===== src/rtl/oram_ram_arbiter_if.sv =====
`default_nettype none
// ============================================================================
// Module  : oram_ram_arbiter_if
// Brief   : Bundle of the two requester ports and the shared ExampleRAM port
//           handled by oram_ram_arbiter.
// Revision: 1.0 - initial release
// ============================================================================
interface oram_ram_arbiter_if #(
  parameter int ADDR_W = 8,
  parameter int DATA_W = 32
);
  // Requester A (ORAM Handler) and requester B (secondary memory client)
  logic              req_a;
  logic              req_b;
  logic              rw_a;
  logic              rw_b;
  logic [ADDR_W-1:0] addr_a;
  logic [ADDR_W-1:0] addr_b;
  logic [DATA_W-1:0] wdata_a;
  logic [DATA_W-1:0] wdata_b;
  logic              lock_a;
  logic              ack_a;
  logic              ack_b;
  logic [DATA_W-1:0] rdata_a;
  logic [DATA_W-1:0] rdata_b;
  logic              busy;

  // Shared RAM port
  logic [ADDR_W-1:0] ram_address;
  logic [ADDR_W-1:0] ram_raddress;
  logic [DATA_W-1:0] ram_wdata;
  logic [DATA_W-1:0] ram_rdata;
  logic              ram_we;
  logic              ram_re;
  logic              ram_oe;

  // Arbiter side
  modport slave (
    input  req_a, req_b, rw_a, rw_b, addr_a, addr_b, wdata_a, wdata_b, lock_a,
    output ack_a, ack_b, rdata_a, rdata_b, busy,
    output ram_address, ram_raddress, ram_wdata, ram_we, ram_re, ram_oe,
    input  ram_rdata
  );

  // Requesters plus RAM side
  modport master (
    output req_a, req_b, rw_a, rw_b, addr_a, addr_b, wdata_a, wdata_b, lock_a,
    input  ack_a, ack_b, rdata_a, rdata_b, busy,
    input  ram_address, ram_raddress, ram_wdata, ram_we, ram_re, ram_oe,
    output ram_rdata
  );
endinterface
`default_nettype wire


===== src/rtl/oram_ram_arbiter.sv =====
`default_nettype none
// ============================================================================
// Module  : oram_ram_arbiter
// Brief   : Round-robin arbiter/sequencer serialising two requesters onto one
//           ExampleRAM port, with an optional exclusive lock for requester A.
// Revision: 1.0 - initial release
// ============================================================================
module oram_ram_arbiter #(
  parameter int ADDR_W = 8,
  parameter int DATA_W = 32,
  parameter int RD_LAT = 1
) (
  input  wire logic         clk,
  input  wire logic         reset,
  oram_ram_arbiter_if.slave bus
);

  localparam int CNT_W = $clog2(RD_LAT + 1);
  localparam logic [CNT_W-1:0] c_rd_lat  = CNT_W'(RD_LAT);
  localparam logic [CNT_W-1:0] c_cnt_one = CNT_W'(1);

  typedef enum logic [1:0] {
    S_IDLE  = 2'd0,
    S_ISSUE = 2'd1,
    S_WAIT  = 2'd2,
    S_ACK   = 2'd3
  } state_t;

  state_t            state_q, state_d;
  logic              win_b_q, win_b_d;     // current winner: 0 = A, 1 = B
  logic              rw_q, rw_d;
  logic [ADDR_W-1:0] addr_q, addr_d;
  logic [DATA_W-1:0] wdata_q, wdata_d;
  logic              last_b_q, last_b_d;   // last grant went to B
  logic              lock_q, lock_d;       // A holds exclusive ownership
  logic [CNT_W-1:0]  cnt_q, cnt_d;
  logic [DATA_W-1:0] rdata_a_q, rdata_a_d;
  logic [DATA_W-1:0] rdata_b_q, rdata_b_d;

  logic              w_grant;
  logic              w_pick_b;

  // Arbitration decision, only consumed while IDLE
  always_comb begin
    w_grant  = 1'b0;
    w_pick_b = 1'b0;
    if (lock_q && bus.lock_a) begin
      // A owns the port: B is starved until lock_a drops
      w_grant = bus.req_a;
    end else if (bus.req_a && bus.req_b) begin
      w_grant  = 1'b1;
      w_pick_b = ~last_b_q;
    end else if (bus.req_a) begin
      w_grant = 1'b1;
    end else if (bus.req_b) begin
      w_grant  = 1'b1;
      w_pick_b = 1'b1;
    end
  end

  // Next-state and datapath register updates
  always_comb begin
    state_d   = state_q;
    win_b_d   = win_b_q;
    rw_d      = rw_q;
    addr_d    = addr_q;
    wdata_d   = wdata_q;
    last_b_d  = last_b_q;
    lock_d    = lock_q;
    cnt_d     = cnt_q;
    rdata_a_d = rdata_a_q;
    rdata_b_d = rdata_b_q;
    case (state_q)
      S_IDLE: begin
        if (!bus.lock_a) begin
          lock_d = 1'b0;
        end
        if (w_grant) begin
          win_b_d  = w_pick_b;
          last_b_d = w_pick_b;
          rw_d     = w_pick_b ? bus.rw_b    : bus.rw_a;
          addr_d   = w_pick_b ? bus.addr_b  : bus.addr_a;
          wdata_d  = w_pick_b ? bus.wdata_b : bus.wdata_a;
          state_d  = S_ISSUE;
        end
      end
      S_ISSUE: begin
        if (rw_q) begin
          state_d = S_ACK;
        end else begin
          cnt_d   = c_rd_lat;
          state_d = S_WAIT;
        end
      end
      S_WAIT: begin
        cnt_d = cnt_q - c_cnt_one;
        // Counter at 1 marks the cycle in which ram_rdata is valid
        if (cnt_q == c_cnt_one) begin
          if (win_b_q) begin
            rdata_b_d = bus.ram_rdata;
          end else begin
            rdata_a_d = bus.ram_rdata;
          end
          state_d = S_ACK;
        end
      end
      S_ACK: begin
        lock_d  = ~win_b_q & bus.lock_a;
        state_d = S_IDLE;
      end
      default: begin
        state_d = S_IDLE;
      end
    endcase
  end

  // State and datapath registers; reset aborts any access in flight
  always_ff @(posedge clk or posedge reset) begin
    if (reset) begin
      state_q   <= S_IDLE;
      win_b_q   <= 1'b0;
      rw_q      <= 1'b0;
      addr_q    <= '0;
      wdata_q   <= '0;
      last_b_q  <= 1'b1;
      lock_q    <= 1'b0;
      cnt_q     <= '0;
      rdata_a_q <= '0;
      rdata_b_q <= '0;
    end else begin
      state_q   <= state_d;
      win_b_q   <= win_b_d;
      rw_q      <= rw_d;
      addr_q    <= addr_d;
      wdata_q   <= wdata_d;
      last_b_q  <= last_b_d;
      lock_q    <= lock_d;
      cnt_q     <= cnt_d;
      rdata_a_q <= rdata_a_d;
      rdata_b_q <= rdata_b_d;
    end
  end

  // RAM port and acks decoded from state, so reset zeroes them immediately
  always_comb begin
    bus.ram_address  = '0;
    bus.ram_raddress = '0;
    bus.ram_wdata    = '0;
    bus.ram_we       = 1'b0;
    bus.ram_re       = 1'b0;
    bus.ram_oe       = 1'b0;
    bus.ack_a        = 1'b0;
    bus.ack_b        = 1'b0;
    case (state_q)
      S_ISSUE: begin
        if (rw_q) begin
          bus.ram_address = addr_q;
          bus.ram_wdata   = wdata_q;
          bus.ram_we      = 1'b1;
        end else begin
          bus.ram_raddress = addr_q;
          bus.ram_re       = 1'b1;
          bus.ram_oe       = 1'b1;
        end
      end
      S_WAIT: begin
        bus.ram_raddress = addr_q;
        bus.ram_re       = 1'b1;
        bus.ram_oe       = 1'b1;
      end
      S_ACK: begin
        bus.ack_a = ~win_b_q;
        bus.ack_b = win_b_q;
      end
      default: begin
      end
    endcase
  end

  assign bus.busy    = (state_q != S_IDLE);
  assign bus.rdata_a = rdata_a_q;
  assign bus.rdata_b = rdata_b_q;

endmodule
`default_nettype wire

===== src/flat_wrapper.sv =====
// flat-port wrapper written by rule: the top's interface ports become plain ports
module oram_ram_arbiter_flat 
#(
  parameter int ADDR_W = 8,
  parameter int DATA_W = 32,
  parameter int RD_LAT = 1
)
  (clk, reset, bus_req_a, bus_req_b, bus_rw_a, bus_rw_b, bus_addr_a, bus_addr_b, bus_wdata_a, bus_wdata_b, bus_lock_a, bus_ack_a, bus_ack_b, bus_rdata_a, bus_rdata_b, bus_busy, bus_ram_address, bus_ram_raddress, bus_ram_wdata, bus_ram_we, bus_ram_re, bus_ram_oe, bus_ram_rdata);
  oram_ram_arbiter_if #(.ADDR_W(ADDR_W), .DATA_W(DATA_W)) bus_i ();
  input  wire logic clk;
  input  wire logic reset;
  input wire logic [$bits(bus_i.req_a)-1:0] bus_req_a;
  input wire logic [$bits(bus_i.req_b)-1:0] bus_req_b;
  input wire logic [$bits(bus_i.rw_a)-1:0] bus_rw_a;
  input wire logic [$bits(bus_i.rw_b)-1:0] bus_rw_b;
  input wire logic [$bits(bus_i.addr_a)-1:0] bus_addr_a;
  input wire logic [$bits(bus_i.addr_b)-1:0] bus_addr_b;
  input wire logic [$bits(bus_i.wdata_a)-1:0] bus_wdata_a;
  input wire logic [$bits(bus_i.wdata_b)-1:0] bus_wdata_b;
  input wire logic [$bits(bus_i.lock_a)-1:0] bus_lock_a;
  output wire logic [$bits(bus_i.ack_a)-1:0] bus_ack_a;
  output wire logic [$bits(bus_i.ack_b)-1:0] bus_ack_b;
  output wire logic [$bits(bus_i.rdata_a)-1:0] bus_rdata_a;
  output wire logic [$bits(bus_i.rdata_b)-1:0] bus_rdata_b;
  output wire logic [$bits(bus_i.busy)-1:0] bus_busy;
  output wire logic [$bits(bus_i.ram_address)-1:0] bus_ram_address;
  output wire logic [$bits(bus_i.ram_raddress)-1:0] bus_ram_raddress;
  output wire logic [$bits(bus_i.ram_wdata)-1:0] bus_ram_wdata;
  output wire logic [$bits(bus_i.ram_we)-1:0] bus_ram_we;
  output wire logic [$bits(bus_i.ram_re)-1:0] bus_ram_re;
  output wire logic [$bits(bus_i.ram_oe)-1:0] bus_ram_oe;
  input wire logic [$bits(bus_i.ram_rdata)-1:0] bus_ram_rdata;
  assign bus_i.req_a = bus_req_a;
  assign bus_i.req_b = bus_req_b;
  assign bus_i.rw_a = bus_rw_a;
  assign bus_i.rw_b = bus_rw_b;
  assign bus_i.addr_a = bus_addr_a;
  assign bus_i.addr_b = bus_addr_b;
  assign bus_i.wdata_a = bus_wdata_a;
  assign bus_i.wdata_b = bus_wdata_b;
  assign bus_i.lock_a = bus_lock_a;
  assign bus_ack_a = bus_i.ack_a;
  assign bus_ack_b = bus_i.ack_b;
  assign bus_rdata_a = bus_i.rdata_a;
  assign bus_rdata_b = bus_i.rdata_b;
  assign bus_busy = bus_i.busy;
  assign bus_ram_address = bus_i.ram_address;
  assign bus_ram_raddress = bus_i.ram_raddress;
  assign bus_ram_wdata = bus_i.ram_wdata;
  assign bus_ram_we = bus_i.ram_we;
  assign bus_ram_re = bus_i.ram_re;
  assign bus_ram_oe = bus_i.ram_oe;
  assign bus_i.ram_rdata = bus_ram_rdata;
  oram_ram_arbiter #(.ADDR_W(ADDR_W), .DATA_W(DATA_W), .RD_LAT(RD_LAT)) u_core (.clk(clk), .reset(reset), .bus(bus_i));
endmodule

===== config.mk =====
export PLATFORM = sky130hd
export DESIGN_NAME = oram_ram_arbiter_flat
export DESIGN_NICKNAME = d
export VERILOG_FILES = /design/src/rtl/oram_ram_arbiter_if.sv /design/src/rtl/oram_ram_arbiter.sv /design/src/flat_wrapper.sv
export SDC_FILE = /design/constraint.sdc
export NUM_CORES = 1
export LEC_CHECK = 0
export BUFFER_PORTS_ARGS = -buffer_cell sky130_fd_sc_hd__buf_2
export CORE_MARGIN = 10
export CORE_UTILIZATION = 40
export DETAILED_ROUTE_END_ITERATION = 16
export GPL_TIMING_DRIVEN = 0
export MAX_ROUTING_LAYER = met4
export PLACE_DENSITY = 0.8
export SLEW_MARGIN = 20
export SYNTH_ARGS = -nofsm -noshare
export SYNTH_HDL_FRONTEND = slang
export SYNTH_SLANG_ARGS = --single-unit

===== constraint.sdc =====
create_clock -name clk -period 8.1 [get_ports clk]
set_input_delay 1.62 -clock clk [delete_from_list [all_inputs] [get_ports clk]]
set_output_delay 1.62 -clock clk [all_outputs]
set_load 0.1 [all_outputs]

* Yosys cells after proc, flatten, opt, wreduce, memory -nomap -nowiden
Cells that the tools add are included.
Storage, ports and cells: register bits 111, bits of input ports 119, output and inout port bits 118, word-level logic and storage cells 63
Cells by class: add/subtract/negate cells 1, eq/ne operators 7, mux-type cells 30, bitwise gates (word level) 3, reduce and logical (&&, ||, !) cells 12
Operators with widths (number):
- 32-bit two-way mux | 3
- 8-bit two-way mux | 4
- 1-bit two-way mux | 16
- 8-bit case mux with 2 select lines | 1
- 2-bit case mux with 4 select lines | 1
- 2-bit AND reduction | 4
- 1-bit case mux with 2 select lines | 3
- 3-bit AND reduction | 2
- 2-bit nonzero test | 3
- 2-bit equality test, second input constant | 2
- 2-bit two-way mux | 2
- 2-bit by 1-bit inequality test with 1-bit output, second input constant | 2
- 2-bit inequality test, second input constant | 2
- 2-bit by 1-bit equality test with 1-bit output, second input constant | 1
- 1-bit logical AND | 2
- 2-bit logical NOT | 1
- 1-bit inverter | 2
- 1-bit bitwise AND | 1
- 1-bit subtractor, second input constant | 1

* Longest topological paths before layout
Gate-level depths: netlist of the first run.
depth in word-level cells 6, depth in mapped cells 7, mapped depth without buffers 5

* Worst setup path after synthesis of the first run
OpenSTA, ideal clock, no wires.
path type reg-to-output, from reg u_core.state_q[0], to out bus_ram_re, arrival time 1.969 ns, data required time 6.480 ns, path slack 4.511 ns, stages on the path, launching flop included 5, path buffers 1, path through dfrtp_1 -> inv_1 -> ha_1 -> o21a_1 -> buf_4
On the way: cells in the longest elaborated chain, start to end 2
RTL lines:
- start, declared | RTL line oram_ram_arbiter.sv:29 | state_t state_q, state_d;
- start signal, assigned | RTL line oram_ram_arbiter.sv:131 | state_q <= state_d;
- 2-bit equality test or 2-bit by 1-bit equality test with 1-bit output (tied branches)
- 1-bit case mux with 2 select lines *
- end, declared | RTL line flat_wrapper.sv:30 | output wire logic [$bits(bus_i.ram_re)-1:0] bus_ram_re;
Every way passes the cells marked *; elsewhere a longest branch is shown, timed or not.

* Worst setup path after layout of the first run
from reg u_core.state_q[1], to out bus_ram_raddress[7]
On the way: cells in the longest elaborated chain, start to end 2
RTL lines:
- 2-bit equality test or 2-bit by 1-bit equality test with 1-bit output (tied branches) | RTL line oram_ram_arbiter.sv:154 | case (state_q)
- 8-bit case mux with 2 select lines * | RTL line oram_ram_arbiter.sv:154
- end, declared | RTL line flat_wrapper.sv:27 | output wire logic [$bits(bus_i.ram_raddress)-1:0] bus_ram_raddress;
Marked as above.

==> out/metrics.csv, run 1 <==
stage,metric,value,unit
worst_setup_path,"Data required, critical path",6.48,ns
timing,fin crit period,4.05,ns
drt,drt first pass iters,4,
drt,Via Count,4801,
worst_setup_path,Worst Setup End Kind,output pin,
floorplan,initial core utilization,40.7,%
timing,Hold Slack,0.503,ns
global_route,initial antenna violation count,1,
floorplan,die area,0.0184,mm²
clock_network,CTS Buf Count,9,
drt,final wirelength,17200,µm
logic_synthesis,"top cells by count, synth","dfrtp_1, mux2_2, nand3b_1, a21oi_1, a31oi_1",
logic_synthesis,Mapped Nets,601,
logic_synthesis,Cell variety after synth,33,
logic_synthesis,"FFs w/ async S/R, synth",100,%
timing,Worst Clk Skew,0.0102,ns
cells_and_area,Layout area overhead,32.6,%
global_route,gr usage total,18.7,%
logic_synthesis,Synth top area share,51.5,%
drt,average wire per standard cell,19.0,µm
hold_path,Hold/Removal Path Class,register to register,
floorplan,Core ar.,0.0131,mm²
floorplan,row count,42,
global_route,via count of the first global-routing pass,5074,
timing,final hold violations,0,
global_route,first-pass GRT wire length,26600,µm
placement,input/output buffers,236,
clock_network,Max clock buf depth,2,
timing,Rel. slew slack,65.1,%
logic_synthesis,register area share after synthesis,52.0,%
drt,1st-iter DRT viols,226,
cells_and_area,Reg area,0.00278,mm²
logic_synthesis,Mapped Cells,475,
timing,Worst-Margin Slew,0.528,ns
logic_synthesis,Post-synth top flop,dfrtp_1,
clock_network,clk slew on worst S/H paths,0.07,ns
placement,DP Area,0.00678,mm²
logic_synthesis,Synth area leaders,"dfrtp_1, mux2_2, nand3b_1, a31oi_1, and3_1",
global_route,GRT Residual Overflow,0,
clock_network,Root Driver,clkbuf_16,
placement,HPWL Detailed,13200,µm
worst_setup_path,CP startpoint kind,register,
outcome,outcome,"complete, no violations",
logic_synthesis,leading area contributor after synthesis,dfrtp_1,
global_route,pin count of the biggest net entering global routing,65,
clock_network,CTS tree,built,
worst_setup_path,crit path kind,register to output pin,
timing,Setup Viol. Count Final,0,
cells_and_area,fill count,1183,
logic_synthesis,Post-Syn Area,0.00534,mm²
worst_setup_path,Worst Path Arrival,2.43,ns
placement,routability congestion estimate,0.824,
drt,number of remaining DRC errors,0,
timing,"Slew Viols, Final",0,
floorplan,I/O pin cnt,237,
cells_and_area,Final #Nets,849,
clock_network,"Hold-fix buffers, CTS",0,
cells_and_area,share of layout cells above drive strength 1,47.1,%
drt,DR vias/cell,5.30,
logic_synthesis,syn avg cell area,11.2,µm²
floorplan,die width,136,µm
timing,unrepaired setup endpoints after global routing,no,
timing,Post-Route Setup TNS,0,ns
timing,fin crit share,50.1,%
timing,Fmax achieved,247,MHz
clock_network,Post-CTS Setup Inserts,0,
clock_network,post-cts resize count,0,
clock_network,Clock Sinks,111,
floorplan,die height,136,µm
logic_synthesis,"count leader, synth",dfrtp_1,
logic_synthesis,Post-synth EDFFs,0,
worst_setup_path,peak fanout along the critical path,8,
clock_network,clock latency on the worst-skew pair,0.35,ns
cells_and_area,fin area,0.00709,mm²
logic_synthesis,Ys Warns,0,
logic_synthesis,Seq cells post-synth,111,
clock_network,H-tree depth,3,
run,maxcap violations,0,
drt,Final ANT Viol Nets,0,
cells_and_area,area of the multi-input gates,0.00233,mm²
-- stage by stage --
stage          instances  util, %  setup WS, ns
2_1_floorplan        475        -          3.55
3_3_place_gp         887     51.3          2.24
3_5_place_dp         888     51.6          4.41
4_1_cts              904     53.9          4.01
5_1_grt              905     53.9          3.86
6_report             905     53.9          4.05
-- cell usage in the layout, fill, tap and decap left out, drive strengths merged, types with 2 or more instances in the layout --
cell and instances:
a21oi 41, a31oi 41, and2 12, and3 40, buf 254, clkbuf 39
dfrtp 110, ha 7, inv 6, mux2 67, nand2b 2, nand3b 43
nor2b 4, o211ai 2, o21a 3, o21ai 43
-- kinds of logic after synthesis --
group	count (synthesis)	share of synthesized area, %
AOI/OAI and AO/OA	135	14.3
DFF	111	52.0
and+or+nand+nor	106	13.4
muxes	67	14.3
buffers and inverters	49	4.43
adders and majority gates	7	1.64
-- per-layer routing --
metal	wire [µm]	up-vias	track usage, %
li1	-	2238	-
met1	7430	2331	22.1
met2	8190	207	30.0
met3	1330	25	5.86
met4	261	0	5.56
met5	0	-	-
-- area by class of cell --
type	instances	area share, %
Clock buffer	11	3.43
Buffer	45	3.13
Sequential cell	111	39.2
Clock inverter	5	0.901
Antenna cell	1	0.0353
Inverter	4	0.283
Multi-Input combinational cell	315	32.8
Timing Repair Buffer	237	17.1
Tap cell	176	3.11
-- critical path: stages, from the launching register on --
cell     delay [ns]
dfrtp_1        0.44
inv_1          0.14
ha_1           0.29
nor2b_1        0.25
o21a_1         0.34
and2_1         0.18
buf_2          0.43
-- flip-flops by register name, indices dropped and copies added (netlist names) --
signal / cells
u_core.addr_q: 8
u_core.bus.rdata_a: 32
u_core.bus.rdata_b: 32
u_core.cnt_q: 1
u_core.last_b_q: 1
u_core.lock_q: 1
u_core.rw_q: 1
u_core.state_q: 2
u_core.wdata_q: 32
u_core.win_b_q: 1
-- worst paths after layout --
| path | startpoint | to | slack [ns] | depth (start not counted) |
|---|---|---|---|---|
| worst max-delay path | u_core.state_q[1]$_DFFE_PP0P_ | bus_ram_raddress[7] | 4.05 | 6 |
| worst min-delay path | u_core.bus.rdata_b[30]$_DFFE_PP0P_ | u_core.bus.rdata_b[30]$_DFFE_PP0P_ | 0.50 | 1 |
| worst max register to register | u_core.state_q[0]$_DFFE_PP0P_ | u_core.win_b_q$_DFFE_PP0P_ | 6.13 | 6 |
| worst min register to register | u_core.bus.rdata_b[30]$_DFFE_PP0P_ | u_core.bus.rdata_b[30]$_DFFE_PP0P_ | 0.50 | 1 |
| max in group asynchronous | reset | u_core.bus.rdata_b[16]$_DFFE_PP0P_ | 6.16 | 3 |
| min in group asynchronous | reset | u_core.wdata_q[11]$_DFFE_PP0P_ | 1.29 | 2 |
Power of run 1 is left out: the tool's default activity adds up to more than one toggle a clock period on the data nets, which glitch-free logic cannot reach.
==> run 2, diff against run 1 <==
ABC_AREA = 1   (was not set)
clock period = 3.8 ns   (was 8.1 ns; I/O delays follow)
==> run 2 against run 1 <==
  * Worst setup slack got worse by 3.3 ns
  * Clock skew decreased by 0.00054 ns
  * Global-route usage decreased by 0.24 points
  * Area after synthesis increased by 3.9%
  * Critical path depth stayed put
  * Via count increased by 13%
  * Synthesized cell count up 49%
  * Flip-flop and latch count did not move
==> out/metrics.csv, run 2 <==
stage,metric,value,unit,change
cells_and_area,"most common cell after layout, fill and taps aside",nand2_1,,was buf_2
clock_network,clk slew on worst S/H paths,0.08,ns,was 0.07 ns
outcome,outcome,"complete, no violations",,unchanged
drt,average wire per standard cell,15.4,µm,was 19.0 µm
placement,input/output buffers,235,,was 236
global_route,via count of the first global-routing pass,5301,,was 5074
worst_setup_path,launch point of the critical path,u_core.state_q[0]$_DFFE_PP0P_,,was u_core.state_q[1]$_DFFE_PP0P_
cells_and_area,share of layout cells above drive strength 1,34.2,%,was 47.1%
global_route,gr usage total,18.5,%,was 18.7%
drt,final wirelength,17500,µm,was 17200 µm
clock_network,"Hold-fix buffers, CTS",0,,unchanged
logic_synthesis,Synth top area share,49.6,%,was 51.5%
global_route,met3 GRT Util,4.26,%,was 5.86%
cells_and_area,Layout area overhead,31.3,%,was 32.6%
logic_synthesis,Post-synth top flop,dfrtp_1,,unchanged
global_route,initial antenna violation count,0,,was 1
floorplan,die height,138,µm,was 136 µm
logic_synthesis,Mapped Nets,832,,was 601
clock_network,CTS Buf Count,9,,unchanged
timing,Worst-Margin Slew,0.647,ns,was 0.528 ns
worst_setup_path,"Data required, critical path",3.04,ns,was 6.48 ns
global_route,GR Util met1,22.1,%,about the same
timing,Worst Clk Skew,0.00962,ns,was 0.0102 ns
logic_synthesis,leading area contributor after synthesis,dfrtp_1,,unchanged
worst_setup_path,worst flop-to-flop path endpoint,u_core.bus.rdata_b[13]$_DFFE_PP0P_,,was u_core.win_b_q$_DFFE_PP0P_
timing,unrepaired setup endpoints after global routing,no,,unchanged
floorplan,Core ar.,0.0134,mm²,was 0.0131 mm²
drt,1st-iter DRT viols,357,,was 226
logic_synthesis,Cell variety after synth,23,,was 33
floorplan,die area,0.0190,mm²,was 0.0184 mm²
timing,Post-Route Setup TNS,0,ns,unchanged
logic_synthesis,Ys Warns,0,,unchanged
cells_and_area,Final #Nets,1079,,was 849
logic_synthesis,Mapped Cells,706,,was 475
placement,routability congestion estimate,0.890,,was 0.824
hold_path,Hold/Removal Path Class,input pin to async pin,,was register to register
cells_and_area,"commonest non-fill, non-tap cells in the layout","nand2_1, buf_2, dfrtp_1",,"was buf_2, dfrtp_1, mux2_2"
worst_setup_path,crit-path cells,inv_1 > ha_1 > clkinv_1 > nor2_1 > buf_4 > buf_2,,was inv_1 > ha_1 > nor2b_1 > o21a_1 > and2_1 > buf_2
timing,Setup Viol. Count Final,0,,unchanged
worst_setup_path,crit path kind,register to output pin,,unchanged
logic_synthesis,"count leader, synth",nand2_1,,was dfrtp_1
global_route,first-pass GRT wire length,27100,µm,was 26600 µm
drt,DR vias/cell,4.78,,was 5.30
floorplan,row count,42,,unchanged
clock_network,Post-CTS Setup Inserts,0,,unchanged
worst_setup_path,Worst Path Arrival,2.31,ns,was 2.43 ns
clock_network,H-tree depth,3,,unchanged
placement,HPWL Detailed,13700,µm,was 13200 µm
logic_synthesis,"FFs w/ async S/R, synth",100,%,unchanged
worst_setup_path,CP bufs+invs,4,,was 2
drt,drt first pass iters,5,,was 4
drt,number of remaining DRC errors,0,,unchanged
clock_network,post-cts resize count,0,,unchanged
global_route,GRT Residual Overflow,0,,unchanged
logic_synthesis,syn avg cell area,7.87,µm²,was 11.2 µm²
worst_setup_path,CP top delay family,buffers and inverters,,unchanged
worst_setup_path,reg2reg path depth,7,,was 6
clock_network,clock latency on the worst-skew pair,0.35,ns,about the same
timing,Hold Slack,0.431,ns,was 0.503 ns
timing,Fmax achieved,326,MHz,
global_route,pin count of the biggest net entering global routing,65,,unchanged
worst_setup_path,Worst Setup End Kind,output pin,,unchanged
timing,"Slew Viols, Final",0,,unchanged
timing,fin crit share,80.8,%,
cells_and_area,ANT cells,0,,was 1
global_route,gr busiest metal,met2,,unchanged
logic_synthesis,Post-synth EDFFs,0,,unchanged
logic_synthesis,Post-Syn Area,0.00555,mm²,was 0.00534 mm²
floorplan,die width,138,µm,was 136 µm
clock_network,Max clock buf depth,2,,unchanged
logic_synthesis,register area share after synthesis,50.0,%,was 52.0%
drt,Final ANT Viol Nets,0,,unchanged
worst_setup_path,R2R Setup Slk,2.02,ns,was 6.13 ns
clock_network,Clock Sinks,111,,unchanged
worst_setup_path,CP startpoint kind,register,,unchanged
timing,Rel. slew slack,56.8,%,was 65.1%
logic_synthesis,Synth area leaders,"dfrtp_1, nand2_1, inv_1, o21ai_2, nand4_1",,"was dfrtp_1, mux2_2, nand3b_1, a31oi_1, and3_1"
logic_synthesis,Seq cells post-synth,111,,unchanged
run,maxcap violations,0,,unchanged
worst_setup_path,peak fanout along the critical path,9,,was 8
clock_network,CTS tree,built,,unchanged
floorplan,I/O pin cnt,237,,unchanged
timing,final hold violations,0,,unchanged
worst_setup_path,worst r2r src,u_core.state_q[0]$_DFFE_PP0P_,,unchanged
logic_synthesis,"top cells by count, synth","nand2_1, dfrtp_1, inv_1, nor2_1, nand4_1",,"was dfrtp_1, mux2_2, nand3b_1, a21oi_1, a31oi_1"
clock_network,Root Driver,clkbuf_16,,unchanged
worst_setup_path,CP max stage cell,dfrtp_1,,unchanged
worst_setup_path,Worst path max stage delay,0.45,ns,was 0.44 ns
worst_setup_path,Levels on crit path,6,,unchanged
floorplan,initial core utilization,41.4,%,was 40.7%
drt,Via Count,5421,,was 4801
global_route,GR Util met2,30.4,%,was 30.0%
cells_and_area,fill count,1295,,was 1183
timing,fin crit period,3.07,ns,
[run 2: cell types whose count changed in the layout (fill, tap and decap cells not counted), sizes merged, moves of 12 or more]
cell    previous run  this run
nand2              1       291
inv                6        87
mux2              67         0
nand3b            43         0
a31oi             41         0
nand4              0        41
nor2               1        42
and3              40         0
a21oi             41         4
o21ai             43        68
clkbuf            39        17
buf              254       272
and2              12         0
[run 2: cell families (layout without fill, tap and decap cells)]
logic type / Yosys count / after routing / synth area share, %
adder cells (fa/ha/maj): 7 / 7 / 1.58
AO/OA/AOI/OAI: 73 / 73 / 8.79
flip-flops: 111 / 111 / 50.0
AND/OR/NAND/NOR: 387 / 387 / 28.7
buffers and inverters: 128 / 380 / 10.9
[run 2: cell type report]
cell class	instances	area, µm²	area share, %
Tap cell	176	220	3.02
Clock buffer	10	229	3.14
Inverter	85	327	4.48
Clock inverter	6	77.6	1.06
Sequential cell	111	2780	38.1
Buffer	43	282	3.86
Multi-Input combinational cell	467	2170	29.8
Timing Repair Buffer	236	1200	16.5
[run 2: metrics by stage]
stage / cells / instance area, µm² / setup WS (ns) / utilization (%)
finish: 1134 / 7290 / 0.731 / 54.4
detailed placement: 1118 / 6980 / 1.11 / 52.1
floorplan: 706 / 5550 / -0.0569 / -
global route: 1134 / 7290 / 0.592 / 54.4
global placement: 1117 / 6950 / -1.25 / 51.9
CTS: 1134 / 7290 / 0.723 / 54.4
[run 2: worst max-delay path by stage]
stage	end
6_report	bus_ram_re
3_5_place_dp	bus_ram_re
3_3_place_gp	u_core.bus.rdata_a[25]$_DFFE_PP0P_
2_1_floorplan	bus_ram_raddress[0]
5_1_grt	bus_ram_re
4_1_cts	bus_ram_re
[run 2: metal layers]
metal  part of all wire (%)  vias up  wire length [µm]
li1                       -     2688                 -
met1                     41     2510              7170
met2                     51      197              8840
met3                    6.6       26              1150
met4                    1.9        0               328
met5                      0        -                 0
Power of run 2 is left out for the same reason.
==> run 3, diff against run 2 <==
PLACE_DENSITY = 0.83   (was 0.8)
clock period = 2.75 ns   (was 3.8 ns; I/O delays follow)
==> run 3 against run 2 <==
  * Design area increased by 4.4%
  * Wire length increased by 4.8%
  * Worst setup slack got worse by 0.65 ns
  * Clock skew decreased by 0.0015 ns
  * Worst hold slack got worse by 0.18 ns
  * Critical path type unchanged
  * Largest cell class unchanged
  * Highest routed layer unchanged
==> out/metrics.csv, run 3 (synthesis results as in run 2) <==
stage,metric,value,unit,change
worst_setup_path,peak fanout along the critical path,8,,was 9
timing,final hold violations,0,,unchanged
global_route,first-pass GRT wire length,28000,µm,was 27100 µm
placement,dpl cells,1120,,was 1118
cells_and_area,Layout area overhead,37.0,%,was 31.3%
worst_setup_path,Worst Path Arrival,2.12,ns,was 2.31 ns
placement,input/output buffers,235,,unchanged
timing,Worst Clk Skew,0.00808,ns,was 0.00962 ns
clock_network,CTS Buf Count,9,,unchanged
cells_and_area,share of layout cells above drive strength 1,40.1,%,was 34.2%
run,maxcap violations,0,,unchanged
clock_network,Root Driver,clkbuf_16,,unchanged
floorplan,Core ar.,0.0134,mm²,unchanged
drt,Via Count,5506,,was 5421
global_route,GRT Residual Overflow,0,,unchanged
worst_setup_path,CP max stage cell,a21oi_2,,was dfrtp_1
timing,Worst-Margin Slew,0.679,ns,was 0.647 ns
drt,1st-iter DRT viols,382,,was 357
worst_setup_path,worst r2r src,u_core.state_q[0]$_DFFE_PP0P_,,unchanged
hold_path,Hold/Removal Path Class,input pin to async pin,,unchanged
clock_network,clk slew on worst S/H paths,0.08,ns,about the same
drt,DR vias/cell,4.85,,was 4.78
global_route,initial antenna violation count,0,,unchanged
clock_network,Max clock buf depth,2,,unchanged
timing,Setup Viol. Count Final,0,,unchanged
cells_and_area,Final #Nets,1081,,was 1079
worst_setup_path,CP bufs+invs,2,,was 4
drt,average wire per standard cell,16.1,µm,was 15.4 µm
cells_and_area,area of the multi-input gates,0.00232,mm²,was 0.00217 mm²
clock_network,Post-CTS Setup Inserts,0,,unchanged
clock_network,Clock Sinks,111,,unchanged
global_route,gr busiest metal,met2,,unchanged
global_route,GR Util met1,22.7,%,was 22.1%
worst_setup_path,R2R Setup Slk,0.91,ns,was 2.02 ns
cells_and_area,fill count,1252,,was 1295
outcome,outcome,"complete, no violations",,unchanged
timing,fin crit share,97.1,%,
timing,"Slew Viols, Final",0,,unchanged
cells_and_area,Non-Filler Instances,1136,,was 1134
clock_network,CTS tree,built,,unchanged
timing,Rel. slew slack,54.7,%,was 56.8%
worst_setup_path,Worst path max stage delay,0.52,ns,was 0.45 ns
drt,Final ANT Viol Nets,0,,unchanged
cells_and_area,"most common cell after layout, fill and taps aside",nand2_1,,unchanged
cells_and_area,"commonest non-fill, non-tap cells in the layout","nand2_1, buf_2, dfrtp_1",,unchanged
worst_setup_path,CP top delay family,compound AO/OA/AOI/OAI gates,,was buffers and inverters
global_route,GR Util met2,32.7,%,was 30.4%
worst_setup_path,crit path kind,register to output pin,,unchanged
placement,HPWL Detailed,14300,µm,was 13700 µm
floorplan,initial core utilization,41.4,%,unchanged
global_route,via count of the first global-routing pass,5451,,was 5301
timing,fin crit period,2.67,ns,
drt,number of remaining DRC errors,0,,unchanged
global_route,gr usage total,19.2,%,was 18.5%
cells_and_area,Reg area,0.00278,mm²,unchanged
worst_setup_path,launch point of the critical path,u_core.state_q[0]$_DFFE_PP0P_,,unchanged
floorplan,I/O pin cnt,237,,unchanged
cells_and_area,ANT cells,0,,unchanged
placement,routability congestion estimate,0.853,,was 0.890
floorplan,row count,42,,unchanged
global_route,pin count of the biggest net entering global routing,35,,was 65
clock_network,clock latency on the worst-skew pair,0.35,ns,about the same
drt,final wirelength,18300,µm,was 17500 µm
worst_setup_path,"Data required, critical path",2.20,ns,was 3.04 ns
worst_setup_path,crit-path cells,inv_1 > ha_1 > a21oi_2 > nor3_2 > clkbuf_4,,was inv_1 > ha_1 > clkinv_1 > nor2_1 > buf_4 > buf_2
floorplan,die width,138,µm,unchanged
worst_setup_path,Worst Setup End Kind,output pin,,unchanged
floorplan,die area,0.0190,mm²,unchanged
clock_network,H-tree depth,3,,unchanged
drt,drt first pass iters,5,,unchanged
timing,Fmax achieved,375,MHz,
worst_setup_path,CP startpoint kind,register,,unchanged
floorplan,die height,138,µm,unchanged
global_route,met3 GRT Util,3.20,%,was 4.26%
timing,unrepaired setup endpoints after global routing,yes,,was no
run 3: cell count changes in the layout (fill, tap and decap cells not counted), sizes merged:
cell      delta
clkinv       -1
clkbuf       +2
clkinvlp     +1
run 3: timing repair:
item / in CTS / in global routing
hold buffers: 0 / 0
endpoints found under the setup margin: 50 / 28
hold endpoints to repair: 0 / 0
resized for setup: 49 / 15
run 3: worst register-to-register path, cell delays in order (launching register included):
cell and delay, ns:
dfrtp_1 0.46, inv_1 0.15, ha_1 0.24, nand2_1 0.07
inv_1 0.06, nand2_2 0.16, clkbuf_1 0.37, o21ai_0 0.20
run 3: per-layer routing:
metal / part of all wire [%] / up-vias / routed length [µm]
li1: - / 2685 / -
met1: 39 / 2613 / 7200
met2: 53 / 184 / 9770
met3: 5.5 / 24 / 1010
met4: 1.9 / 0 / 353
met5: 0 / - / 0
run 3: path summary, 6_finish.rpt:
check | endpoint | cells after the start
worst max-delay path | bus_ram_raddress[3] | 5
worst min-delay path | u_core.wdata_q[26]$_DFFE_PP0P_ | 2
worst max register to register | u_core.bus.rdata_b[17]$_DFFE_PP0P_ | 7
worst min register to register | u_core.wdata_q[9]$_DFFE_PP0P_ | 2
max in group asynchronous | u_core.bus.rdata_a[25]$_DFFE_PP0P_ | 4
min in group clk | u_core.bus.rdata_a[28]$_DFFE_PP0P_ | 3
run 3: metrics by stage:
stage          hold WS (ns)  cell area [µm²]  setup TNS [ns]  worst slack [ns]  utilization [%]
6_report              0.248             7610               0            0.0808             56.8
5_1_grt               0.272             7610          -0.201           -0.0763             56.8
4_1_cts               0.249             7580               0           0.00125             56.6
3_5_place_dp          0.464             7160               0            0.0631             53.4
3_3_place_gp          0.460             7100               0            0.0862             53.0
2_1_floorplan         0.449             5700           -1.57            -0.196                -
run 3: layout make-up:
cell class,instances,share of cell area (%)
clock buffer,10,3.01
timing repair buffer,238,18.0
tap,176,2.89
inverter,85,4.31
buffer,43,3.77
sequential,111,36.5
multi-input combinational,467,30.5
clock inverter,6,0.987
Power of run 3 is left out for the same reason.
